==> src/rtl/ota_cal_pkg.sv <==
// Shared types and constants for the OTA offset-trim SAR calibrator.
package ota_cal_pkg;

    // Calibration sequencer states
    typedef enum logic [2:0] {
        S_IDLE    = 3'd0,
        S_SETTLE  = 3'd1,
        S_DECIDE  = 3'd2,
        S_NEXT_CH = 3'd3,
        S_DONE    = 3'd4
    } state_t;

    // Channel index width; fixed so the pinout does not move with N_CH
    localparam int CH_W = 2;

    // Mid-scale trim code: only the MSB set
    function automatic int MIDSCALE(input int w);
        return 1 << (w - 1);
    endfunction

    // Full-scale trim code: every bit set
    function automatic int ALLONES(input int w);
        return (1 << w) - 1;
    endfunction

endpackage

==> src/rtl/ota_trim_sar_sync2.sv <==
// Two-flop synchroniser for the asynchronous comparator decision.
module sync2 (
    input  logic clk,
    input  logic rst,
    input  logic d,
    output logic q
);

    logic meta;

    // Shift the async input through two flops; both clear on reset
    always_ff @(posedge clk) begin
        if (rst) begin
            meta <= 1'b0;
            q    <= 1'b0;
        end else begin
            meta <= d;
            q    <= meta;
        end
    end

endmodule

==> src/rtl/ota_trim_sar.sv <==
// Multi-channel SAR offset-trim calibrator for comparator-mode OTAs,
// with a manual trim-load path usable while idle.
module ota_trim_sar
    import ota_cal_pkg::*;
#(
    parameter int TRIM_W     = 6,
    parameter int N_CH       = 2,
    parameter int SETTLE_CYC = 16
) (
    input  logic                     clk,
    input  logic                     rst,
    input  logic                     start,
    input  logic                     cmp_in,
    input  logic                     load_en,
    input  logic [CH_W-1:0]          load_ch,
    input  logic [TRIM_W-1:0]        load_data,
    output logic [CH_W-1:0]          ch_sel,
    output logic [N_CH*TRIM_W-1:0]   trim_out,
    output logic                     busy,
    output logic                     done,
    output logic [N_CH-1:0]          cal_ok
);

    localparam int BIT_W = (TRIM_W > 1) ? $clog2(TRIM_W) : 1;
    localparam int CNT_W = $clog2(SETTLE_CYC);

    localparam logic [TRIM_W-1:0] MID      = TRIM_W'(MIDSCALE(TRIM_W));
    localparam logic [TRIM_W-1:0] FULL     = TRIM_W'(ALLONES(TRIM_W));
    localparam logic [BIT_W-1:0]  BIT_TOP  = BIT_W'(TRIM_W - 1);
    localparam logic [CNT_W-1:0]  CNT_LAST = CNT_W'(SETTLE_CYC - 1);
    localparam logic [CH_W-1:0]   CH_LAST  = CH_W'(N_CH - 1);

    state_t              state;
    logic [CH_W-1:0]     ch;
    logic [TRIM_W-1:0]   trial;
    logic [BIT_W-1:0]    bit_idx;
    logic [CNT_W-1:0]    cnt;
    logic                cmp_s;

    logic [TRIM_W-1:0]   bit_mask;
    logic [TRIM_W-1:0]   trial_dec;
    logic [TRIM_W-1:0]   trial_nxt;
    logic                last_bit;
    logic                idle_load;

    logic [N_CH-1:0][TRIM_W-1:0] trim_reg;

    sync2 u_cmp_sync (
        .clk (clk),
        .rst (rst),
        .d   (cmp_in),
        .q   (cmp_s)
    );

    // Trial-code update for the current bit: drop it on a "too high"
    // decision, then pre-set the next lower bit as the new guess
    always_comb begin
        bit_mask  = TRIM_W'(1) << bit_idx;
        trial_dec = cmp_s ? (trial & ~bit_mask) : trial;
        trial_nxt = trial_dec | (bit_mask >> 1);
        last_bit  = (bit_idx == '0);
        idle_load = (state == S_IDLE) && !start && load_en;
    end

    // Calibration sequencer: walks every channel, every bit, settle then decide
    always_ff @(posedge clk) begin
        if (rst) begin
            state   <= S_IDLE;
            ch      <= '0;
            trial   <= MID;
            bit_idx <= BIT_TOP;
            cnt     <= '0;
            busy    <= 1'b0;
            done    <= 1'b0;
        end else begin
            done <= 1'b0;
            case (state)
                S_IDLE: begin
                    if (start) begin
                        ch      <= '0;
                        trial   <= MID;
                        bit_idx <= BIT_TOP;
                        cnt     <= '0;
                        busy    <= 1'b1;
                        state   <= S_SETTLE;
                    end
                end
                S_SETTLE: begin
                    if (cnt == CNT_LAST) begin
                        state <= S_DECIDE;
                    end else begin
                        cnt <= cnt + 1'b1;
                    end
                end
                S_DECIDE: begin
                    if (last_bit) begin
                        trial <= trial_dec;
                        state <= S_NEXT_CH;
                    end else begin
                        trial   <= trial_nxt;
                        bit_idx <= bit_idx - 1'b1;
                        cnt     <= '0;
                        state   <= S_SETTLE;
                    end
                end
                S_NEXT_CH: begin
                    if (ch == CH_LAST) begin
                        state <= S_DONE;
                    end else begin
                        ch      <= ch + 1'b1;
                        trial   <= MID;
                        bit_idx <= BIT_TOP;
                        cnt     <= '0;
                        state   <= S_SETTLE;
                    end
                end
                S_DONE: begin
                    done  <= 1'b1;
                    busy  <= 1'b0;
                    state <= S_IDLE;
                end
                default: begin
                    state <= S_IDLE;
                    busy  <= 1'b0;
                end
            endcase
        end
    end

    assign ch_sel = ch;

    // Per-channel trim register, result flag and output mux
    for (genvar k = 0; k < N_CH; k++) begin : g_ch
        logic [TRIM_W-1:0] reg_q;
        logic              ok_q;
        logic              is_active;

        assign is_active = (ch == CH_W'(k));

        // Manual write when idle, SAR result on the final decision of this channel
        always_ff @(posedge clk) begin
            if (rst) begin
                reg_q <= MID;
                ok_q  <= 1'b0;
            end else if (idle_load && (load_ch == CH_W'(k))) begin
                reg_q <= load_data;
            end else if ((state == S_DECIDE) && last_bit && is_active) begin
                reg_q <= trial_dec;
                ok_q  <= (trial_dec != '0) && (trial_dec != FULL);
            end
        end

        assign trim_reg[k] = reg_q;
        assign cal_ok[k]   = ok_q;
        // The channel under calibration drives its live trial code to the DAC
        assign trim_out[k*TRIM_W +: TRIM_W] =
            ((state != S_IDLE) && is_active) ? trial : trim_reg[k];
    end

endmodule

==> config.mk <==
export PLATFORM = sky130hd
export DESIGN_NAME = ota_trim_sar
export DESIGN_NICKNAME = d
export VERILOG_FILES = /design/src/rtl/ota_cal_pkg.sv /design/src/rtl/ota_trim_sar_sync2.sv /design/src/rtl/ota_trim_sar.sv
export SDC_FILE = /design/constraint.sdc
export NUM_CORES = 1
export LEC_CHECK = 0
export ABC_AREA = 1
export CELL_PAD_IN_SITES_DETAIL_PLACEMENT = 0
export CELL_PAD_IN_SITES_GLOBAL_PLACEMENT = 2
export CORE_MARGIN = 2
export CORE_UTILIZATION = 32
export DETAILED_ROUTE_END_ITERATION = 10
export PLACE_DENSITY_LB_ADDON = 0.1
export SYNTH_ARGS = -nofsm -noshare
export SYNTH_HDL_FRONTEND = slang
export SYNTH_SLANG_ARGS = --single-unit
==> constraint.sdc <==
create_clock -name clk -period 5.2 [get_ports clk]
set_clock_uncertainty 0.2 [all_clocks]
set_input_delay 1.56 -clock clk [delete_from_list [all_inputs] [get_ports clk]]
set_output_delay 1.56 -clock clk [all_outputs]
set_load 0.005 [all_outputs]
# Yosys cells after proc, flatten, opt, wreduce, memory -nomap -nowiden
# Cells that the tools add are included.
# op_classes
n_bitwise	6
muxes	31
eq_ne	13
n_reduce_logical	31
addsub	3
shifts	1
# ops
operator	count
6-bit two-way mux	10
3-bit two-way mux	6
6-bit one-hot mux with 3 select lines	1
4-bit two-way mux	4
4-bit one-hot mux with 4 select lines	1
3-bit one-hot mux with 4 select lines	1
1-bit logical AND	10
2-bit != test, second input constant	5
3-bit one-hot mux with 3 select lines	1
2-bit AND reduction	4
6-bit AND	1
3-bit by 2-bit == test with 1-bit output, second input constant	2
3-bit logical NOT	2
2-bit two-way mux	3
6-bit != test, second input constant	1
6-bit inverter	1
6-bit by 5-bit OR with 6-bit output	1
3-bit AND reduction	2
2-bit nonzero test	3
3-bit nonzero test	2
6-bit nonzero test	1
1-bit by 3-bit left shift with 6-bit output, first input constant	1
5-bit AND reduction	1
4-bit by 1-bit adder with 4-bit output, second input constant	1
other kinds (15)	20
# word_totals
inputBits	13
out_inout_bits	18
reg_bits	36
word_cells	98

# Logic depth before layout (Yosys ltp)
# depth
depth_word	7
depth_mapped	12
ltp_nobuf	11

# Modules after synthesis
# Synthesis repeated with hierarchy kept, for this count alone.
# hier_totals
cells_unflattened	310
hier_area_um2	2107.0
# by_module_without_submodules
module	seq_area_each_um2	cells_per_inst	area_each_um2	instances
ota_trim_sar	680.7	304	2052.0	1
sync2	40.0	6	55.1	1

# Worst setup path after synthesis
# Ideal clock, no wire load.
# synth_path
path_type	register to output
from	reg ch[0] (netlist: ch_sel[0])
to	out trim_out[1]
stages_incl_launch_ff	7
arrival_time_ps	1061
required_time_ps	3440
n_path_buf	1
path_slack_ps	2379
cell_sequence	dfxtp_1 -> inv_1 -> ha_1 -> nand2_1 -> buf_2 -> nand2_1 -> o21ai_0
# synth_via
elab_chain_cells	3
# synth_lines
element	line	text
start: declaration	ota_trim_sar.sv:34	logic [CH_W-1:0] ch;
start signal: assignment	ota_trim_sar.sv:110	ch <= ch + 1'b1;
2-bit logical NOT	ota_trim_sar.sv:138	assign is_active = (ch == CH_W'(k));
1-bit logical AND	ota_trim_sar.sv:157	((state != S_IDLE) && is_active) ? trial : trim_reg[k];
6-bit two-way mux	ota_trim_sar.sv:157	
end: declaration	ota_trim_sar.sv:18	output logic [N_CH*TRIM_W-1:0] trim_out,
# No other way between the ends.

# Worst setup path after layout
# layout_path
from	reg state[0]
to	out trim_out[5]
# layout_via
elab_chain_cells	3
# layout_lines
element	line	text
start: declaration	ota_trim_sar.sv:33	state_t state;
start signal: assignment	ota_trim_sar.sv:68	state <= S_IDLE;
start signal: assignment	ota_trim_sar.sv:85	state <= S_SETTLE;
start signal: assignment	ota_trim_sar.sv:90	state <= S_DECIDE;
3-bit nonzero test	ota_trim_sar.sv:157	
1-bit logical AND	ota_trim_sar.sv:157	
6-bit two-way mux	ota_trim_sar.sv:157	
# No other way between the ends.

==> out/qor.log <==
qor: drt.detailedRoute.firstPassIterationCount 4
qor: clocking.ctsHtreeMaxLevel 2
qor: clocking.cts.repair_timing.setup_buffer_count 0
qor: grt.grt_max_degree 27
qor: timing.worst_pin_slew 372 ps
qor: placement.globalplace.congestion 0.766
qor: drt.antenna_left 0
qor: synthesis.syn_area_per_cell 6.77 µm²
qor: synthesis.netlist_instances 308
qor: clocking.num_cts_buffers 5
qor: timing.slew_violations 0
qor: power_and_ir_drop.power_per_cell_area 258 nW/µm²
qor: setup_path.critical_path.endpoint_type output pin
qor: grt.grt_first_pass_wirelength 9.56 mm
qor: synthesis.yosys-top-cells-area dfxtp_1, nand2_1, nand3_1
qor: placement.place.detailed.hpwl 4.45 mm
qor: synthesis.synth_top_area_frac 0.346
qor: timing.final.min_clock_period 3790 ps
qor: drt.post_drt_wl_per_cell 14.2 µm
qor: die.design.die.area 7180 µm²
qor: worst_hold_path.worst_hold_startpoint u_cmp_sync.meta
qor: grt.grt_use_total 0.170
qor: clocking.clock_tree_buffer_depth 2
qor: drt.dr_total_vias 2016
qor: clocking.insertion_delay_of_the_later_clocked_pin_in_the_worst_skew_pair 290 ps
qor: timing.final.hold.worst_slack 209 ps
qor: synthesis.synth.lib_cells_used.distinct 27
qor: setup_path.path_class register to output pin
qor: setup_path.cp_max_fo 12
qor: drt.drtIter0Drc 110
qor: die.top_level_ports 31
qor: setup_path.worstPathCellList nor2_2, nand2_2, nand2_1, nand2_1, o21ai_0, clkdlybuf4s50_1
qor: setup_path.worst_path_max_delay_cell clkdlybuf4s50_1
qor: grt.antenna_found_initial 0
qor: cells_and_area.postLayoutCellArea 2510 µm²
qor: synthesis.synth_fp_nets 329
qor: timing.maxSlewHeadroom 0.751
qor: setup_path.critical_path.most_common_cell nand2_1
qor: timing.peak_clock_frequency_supported_by_timing 264 MHz
qor: worst_hold_path.hold_class register to register
qor: timing.finalHoldViolCount 0
qor: clocking.cts.repair.resized 0
qor: setup_path.crit_path_max_incr_delay 530 ps
qor: grt.gr-total-overflow 0
qor: clocking.tritoncts_clock_tree yes
qor: power_and_ir_drop.vdd_drop_max 0.000103 V
qor: clocking.cts.hold.buffers_added 0
qor: placement.io_buffer_count 30
qor: setup_path.crit-reg2reg-launch bit_idx[0]
qor: cells_and_area.antenna_cells_inserted 0
qor: timing.rsz0062_at_grt no
qor: synthesis.yosysSeqAreaShare 0.346
qor: die.core.rowCount 29
qor: timing.setup-violations-final 0
qor: drt.finalWirelength 5.86 mm
qor: placement.dpl-instance-area 2420 µm²
qor: cells_and_area.area_delta_synth_final 20.6%
qor: cells_and_area.filler_cell_count 712
qor: cells_and_area.layout-drive-gt1-share 0.0923
qor: synthesis.syn_area 2090 µm²
qor: grt.grt_use_met1 0.218
qor: grt.first_global_vias 1855
qor: setup_path.rr_endpoint cnt[0]
qor: run_status.result_of_the_run finished clean
qor: worst_hold_path.holdPathStages 2
qor: cells_and_area.design.final.nets 356
qor: drt.vias_per_cell 4.88
qor: die.die_h 84.7 µm
qor: die.core_region_area 6310 µm²
qor: clocking.cts-root-buf clkbuf_8
qor: grt.grt_util_met3 0.0344
qor: synthesis.synth_largest_area_cell dfxtp_1
qor: timing.post-route-period-util 0.728
qor: cells_and_area.area.sequential 721 µm²
qor: synthesis.ys_warnings 0
qor: setup_path.ff2ff_setup_slack 3210 ps
qor: drt.drc_errors 0
qor: clocking.clk_pin_slew 80 ps
qor: cells_and_area.multi_input_area 1140 µm²
qor: timing.setup-tns-final 0 ps
qor: setup_path.worst-endpoint-required 3440 ps
qor: grt.globalRoute.busiestLayer met2
qor: setup_path.cp.arrival 2030 ps
qor: grt.globalRouteMet2Util 0.286
qor: clocking.cts_num_sinks 36
qor: power_and_ir_drop.total_leakage_power 1.09 nW
qor: die.initial_core_util 0.330
qor: setup_path.worstRegToRegCells 10
qor: setup_path.start_kind register
qor: worst_hold_path.sink_of_the_worst_hold_path u_cmp_sync.q
qor: synthesis.yosys_register_bits 36
qor: die.die-width 84.7 µm
qor: run.maxCapViolations 0
## where the power goes
| part | switching (mW) | total [mW] | internal [mW] | leakage (nW) |
|---|---|---|---|---|
| sequential | 0.0136 | 0.303 | 0.289 | 0.293 |
| combinational | 0.0847 | 0.133 | 0.0485 | 0.748 |
| clock | 0.107 | 0.213 | 0.106 | 0.0510 |
## synthesized netlist by cell type (all sizes together)
cell type	instances
dfxtp	36
xor2	2
nor3	10
inv	41
nor2	49
clkbuf	5
o21ai	23
ha	8
o211ai	2
nand4	7
a22oi	1
a21oi	27
nor4	1
nand3	32
buf	6
nand2	58
## metrics by stage
stage | utilization | setup WS (ps) | power [mW] | instances
6_report | 0.398 | 1410 | 0.649 | 413
2_1_floorplan | - | 2380 | 0.394 | 308
3_3_place_gp | 0.384 | 1750 | 0.444 | 405
3_5_place_dp | 0.384 | 1720 | 0.443 | 405
4_1_cts | 0.398 | 1380 | 0.658 | 413
5_1_grt | 0.398 | 1220 | 0.691 | 413
## cell type report
class,count,share of cell area
timing repair buffer,31,0.122
clock buffer,6,0.0328
inverter,41,0.0612
sequential,36,0.287
multi-input combinational,220,0.455
tap,77,0.0383
clock inverter,2,0.00398
## sequential cells by signal, indices dropped and copies added, names as in the netlist, 2 cells and up
| signal | count |
|---|---|
| g_ch.reg_q | 12 |
| cnt | 4 |
| state | 3 |
| ch_sel | 2 |
| g_ch.ok_q | 2 |
| trial | 6 |
| bit_idx | 3 |
## how the worst max path moves through the flow
stage,from,slack [ps],endpoint
floorplan,ch_sel[0],2380,trim_out[1]
global placement,ch_sel[1],1750,trim_out[9]
detailed placement,ch_sel[1],1720,trim_out[9]
CTS,ch_sel[1],1380,trim_out[9]
global route,state[0],1220,trim_out[5]
finish,state[0],1410,trim_out[5]
## kinds of logic (layout without fill, tap and decap cells)
family	count (synthesis)	count (layout)	synth area share
xor+xnor	2	2	0.00840
simple gates	157	157	0.356
flops	36	36	0.346
fa+ha+maj	8	8	0.0480
compound gates	53	53	0.136
buf+inv	52	80	0.106
## layout by cell type (no fill, tap or decap), drive strengths merged, types with 2 or more instances in the layout
cell	count
dfxtp	36
clkbuf	6
nand3	32
o211ai	2
a21oi	27
nor2	49
o21ai	23
nand4	7
ha	8
xor2	2
nand2	58
clkdlybuf4s50	30
clkinv	2
inv	41
nor3	10
## worst max-delay path, delay by kind of cell, from the launching register on
kind	cells	cell delay (ps)
and+or+nand+nor	4	740
buffers and inverters	1	530
DFF	1	380
AOI/OAI and AO/OA	1	90
## metal layers
metal,vias to the layer above,routed length (µm)
met5,-,0
met4,0,78
met3,7,215
met2,41,2750
met1,915,2820
li1,1053,-
(Power assumes the default switching activity.)
